==> src/rtl/pu_io_initiator_pkg.sv <==
// rtl/pu_io_initiator_pkg.sv - shared widths and the io command type for the PU io initiator
package pu_io_initiator_pkg;

    localparam int PU_ADDR_NBITS  = 16;
    localparam int FID_NBITS      = 4;
    localparam int PU_WIDTH_NBITS = 32;

    typedef struct packed {
        logic [PU_ADDR_NBITS-1:0]  addr;
        logic                      wr;
        logic [PU_WIDTH_NBITS-1:0] wdata;
        logic [FID_NBITS-1:0]      fid;
    } io_type;

endpackage

==> src/rtl/pu_io_initiator.sv <==
// rtl/pu_io_initiator.sv - core-side request initiator with posted writes and timed-out reads
module pu_io_initiator
    import pu_io_initiator_pkg::*;
#(
    parameter int WIDTH_NBITS = PU_WIDTH_NBITS,
    parameter int TIMEOUT_CYC = 255,
    parameter int WR_HOLD     = 2
) (
    input  logic                     clk,
    input  logic                     rst,
    input  logic                     core_req,
    input  logic                     core_wr,
    input  logic [PU_ADDR_NBITS-1:0] core_addr,
    input  logic [FID_NBITS-1:0]     core_fid,
    input  logic [WIDTH_NBITS-1:0]   core_wdata,
    output logic                     core_rdy,
    output logic                     core_rvalid,
    output logic [WIDTH_NBITS-1:0]   core_rdata,
    output logic                     core_err,
    output logic                     io_req,
    output io_type                   io_cmd,
    input  logic                     io_ack,
    input  logic [WIDTH_NBITS-1:0]   io_ack_data,
    output logic                     spur_ack
);

    typedef enum logic [2:0] {IDLE, ISSUE, WAIT, RESP, HOLD} state_t;

    state_t      state;
    state_t      state_next;
    logic [7:0]  to_cnt;
    logic [2:0]  hold_cnt;
    logic        err_flag;
    logic        to_expired;
    logic        hold_done;

    assign to_expired = (to_cnt == 8'(TIMEOUT_CYC - 1));
    assign hold_done  = (hold_cnt == 3'(WR_HOLD - 1));

    always_comb begin
        state_next  = state;
        core_rdy    = 1'b0;
        io_req      = 1'b0;
        core_rvalid = 1'b0;
        core_err    = 1'b0;
        case (state)
            IDLE: begin
                core_rdy = 1'b1;
                if (core_req) state_next = ISSUE;
            end
            ISSUE: begin
                io_req = 1'b1;
                if (!io_cmd.wr)       state_next = WAIT;
                else if (WR_HOLD > 0) state_next = HOLD;
                else                  state_next = IDLE;
            end
            WAIT: begin
                // An ack in the expiry cycle still completes the read normally.
                if (io_ack || to_expired) state_next = RESP;
            end
            RESP: begin
                core_rvalid = 1'b1;
                core_err    = err_flag;
                state_next  = IDLE;
            end
            HOLD: begin
                if (hold_done) state_next = IDLE;
            end
            default: state_next = IDLE;
        endcase
    end

    always_ff @(posedge clk or posedge rst) begin
        if (rst) begin
            state      <= IDLE;
            io_cmd     <= '0;
            core_rdata <= '0;
            to_cnt     <= '0;
            hold_cnt   <= '0;
            err_flag   <= 1'b0;
            spur_ack   <= 1'b0;
        end else begin
            state    <= state_next;
            spur_ack <= io_ack && (state != WAIT);
            if (state == IDLE && core_req) begin
                io_cmd.addr  <= core_addr;
                io_cmd.wr    <= core_wr;
                io_cmd.wdata <= PU_WIDTH_NBITS'(core_wdata);
                io_cmd.fid   <= core_fid;
            end
            case (state)
                ISSUE: begin
                    to_cnt   <= '0;
                    hold_cnt <= '0;
                end
                WAIT: begin
                    if (io_ack) begin
                        core_rdata <= io_ack_data;
                        err_flag   <= 1'b0;
                    end else if (to_expired) begin
                        core_rdata <= '0;
                        err_flag   <= 1'b1;
                    end else begin
                        to_cnt <= to_cnt + 8'd1;
                    end
                end
                HOLD: hold_cnt <= hold_cnt + 3'd1;
                RESP: err_flag <= 1'b0;
                default: ;
            endcase
        end
    end

endmodule

==> config.mk <==
export PLATFORM = sky130hd
export DESIGN_NAME = pu_io_initiator
export DESIGN_NICKNAME = d
export VERILOG_FILES = /design/src/rtl/pu_io_initiator_pkg.sv /design/src/rtl/pu_io_initiator.sv
export SDC_FILE = /design/constraint.sdc
export NUM_CORES = 1
export LEC_CHECK = 0
export BUFFER_PORTS_ARGS = -buffer_cell sky130_fd_sc_hd__clkbuf_2
export CORE_UTILIZATION = 45
export CTS_BUF_LIST = sky130_fd_sc_hd__clkbuf_2 sky130_fd_sc_hd__clkbuf_4 sky130_fd_sc_hd__clkbuf_8
export DETAILED_ROUTE_END_ITERATION = 7
export GPL_ROUTABILITY_DRIVEN = 0
export PLACE_DENSITY = 0.77
export SLEW_MARGIN = 10
export SYNTH_ARGS = -nofsm -noshare
export SYNTH_HDL_FRONTEND = slang
export SYNTH_SLANG_ARGS = --single-unit
==> constraint.sdc <==
create_clock -name clk -period 3.6 [get_ports clk]
set_input_delay 0.36 -clock clk [delete_from_list [all_inputs] [get_ports clk]]
set_output_delay 0.36 -clock clk [all_outputs]
set_load 0.05 [all_outputs]
==> qor.csv <==
metric,value,unit
Post-Syn Area,4030,sq um
Critical Path RT,3240,ps
Final #Nets,552,
share of cells above drive strength 1,56.0,%
Tightest Pin Transition,605,ps
CTS Sinks,101,
Util after Layout,59.5,%
fmax,434,MHz
Setup Skew,16.8,ps
post-CTS sizing,0,
first-pass GRT wire length,14900,um
Hold Buf Count CTS,0,
Final Cycle Share,64.0,%
final hold slack,37.8,ps
syn_area_per_cell,14.3,sq um
worst-skew pair later-pin latency,360,ps
"Reg clk slew, reported paths",110,ps
Die H,96.6,um
setup TNS,0,ps
# port buffers,178,
DR vias,2961,
DRT iter0 DRCs,87,
wire per inst,15.9,um
initial antenna violation count,0,
Final min period,2310,ps
H-tree levels,3,
"antenna viol nets, final",0,
Pins Over Slew Limit,0,
Final Hold Fails,0,
R2R Path End,io_cmd[51]$_DFFE_PP0P_,
critical path peak fanout,13,
Die Area,9340,sq um
Remaining DRCs,0,
Hold Crit Class,primary input to asynchronous set/reset pin,
DP HPWL,6760,um
Worst Setup End Kind,output pin,
predominant post-synthesis flop cell,dfrtp_1,
Post-CTS Setup Bufs,0,
Antenna Cells,0,
R2R cell count,4,
R2R Path Start,state[0]$_DFFE_PP0P_,
CP Launch Type,register,
synth unique cells,36,
critical path class,register to output pin,
"Seq/Total Area, Yosys",62.7,%
register bit total from synthesis,101,
Post-Synthesis Cells,282,
post-route setup slack,1290,ps
reg2reg setup slack,1320,ps
initial core utilization,46.4,%
drt pass-1 iters,4,
outcome,"finished, final reports clean",
# Max-Cap Violations,0,
filler cell count,716,
Yosys Warn Count,0,
syn nets,375,
FP Rows,34,
setup violators final,0,
drt via density,5.18,
Synth-to-Final Area Change,28.3,%
number of global-route vias before repair,2927,
"EDFF count, synth",0,
TritonCTS Buffers,9,
total grt overflow,0,
Core Area,8680,sq um
Clock Root Buffer,clkbuf_8,
DRT Wirelength,9110,um
WP data arrival,1950,ps
Worst slew margin,59.6,%
largest net degree at the start of global routing,51,
Place WS,1320,ps
Top Ports,179,
Die X,96.6,um
RSZ-0062 raised after global routing,no,
asr flop ratio synth,100,%
CTS Buffer Depth,2,
gr usage total,20.2,%
TritonCTS clock tree,done,
routing by layer:
layer	global-route usage, %	share of wire, %
met1	26.7	44
met2	32.8	50
met3	5.27	5.4
met4	5.74	1.2
met5	0	0
worst max path at each step:
stage / startpoint / endpoint / slack, ps / depth (start not counted)
detailed placement: state[0]$_DFFE_PP0P_ / io_cmd[51]$_DFFE_PP0P_ / 1320 / 4
finish: state[0]$_DFFE_PP0P_ / io_req / 1290 / 4
global route: state[0]$_DFFE_PP0P_ / io_req / 1110 / 4
CTS: state[0]$_DFFE_PP0P_ / io_req / 1290 / 4
floorplan: rst / core_rdata[0]$_DFFE_PP0P_ / 590 / 1
global placement: state[0]$_DFFE_PP0P_ / io_cmd[42]$_DFFE_PP0P_ / 1370 / 4
synthesized netlist by cell type, types with 2 or more instances:
master,count,area (sq um)
a21oi_1,7,35.0
buf_4,2,15.0
a22o_1,32,280
inv_1,9,33.8
and3_1,2,12.5
nand2_1,4,15.0
and2_1,5,31.3
nand2b_1,2,12.5
nand3_1,2,10.0
nor3_1,5,25.0
dfrtp_1,101,2530
o211ai_1,3,22.5
mux2_2,54,608
buf_6,6,67.6
ha_1,4,50.1
o21ai_0,9,45.0
nand4_1,2,12.5
buf_2,7,35.0
clkbuf_1,2,7.51
o31ai_1,2,15.0
nor2_1,7,26.3
cell usage in the layout (no fill, tap or decap), drive strengths merged, types with 3 or more instances in the layout:
cell / instances
a21oi: 7
a22o: 32
and2: 5
buf: 5
clkbuf: 188
dfrtp: 101
ha: 4
inv: 11
mux2: 54
nand2: 4
nor2: 7
nor3: 5
o211ai: 3
o21ai: 11
metrics by stage:
step	cells	cell area [sq um]
2_1_floorplan	282	4030
5_1_grt	572	5170
6_report	572	5170
3_3_place_gp	556	4970
4_1_cts	572	5170
3_5_place_dp	556	4970
flip-flops by register name, indices dropped and copies added (netlist names):
| register | count |
|---|---|
| core_rdata | 32 |
| err_flag | 1 |
| hold_cnt | 3 |
| io_cmd | 53 |
| spur_ack | 1 |
| state | 3 |
| to_cnt | 8 |
cells by family (layout without fill, tap and decap cells):
kind of cell	after synthesis	in the layout	synth area share, %
AOI/OAI and AO/OA	60	60	11.4
xor gates and xnor gates	2	2	0.435
and+or+nand+nor	35	35	5.19
adders and majority gates	4	4	1.24
DFF	101	101	62.7
buffers and inverters	26	208	3.94
muxes	54	54	15.1
worst max-delay path, cell delays in order, from the launching register on:
cell and delay (ps):
dfrtp_1 590, nor2b_1 300, nand2b_1 250, inv_1 160, clkbuf_2 290
layout make-up:
type                            count  area [sq um]  area share, %
Sequential cell                   101          2530           48.9
Timing Repair Buffer              183           928           18.0
Clock inverter                      6          55.1           1.07
Tap cell                          108           135           2.62
Clock buffer                       10           138           2.66
Multi-Input combinational cell    155          1350           26.1
Inverter                            9          36.3          0.702
Power is not shown: default switching activity piles up to over one toggle a cycle in this logic, so the estimate is an artifact.
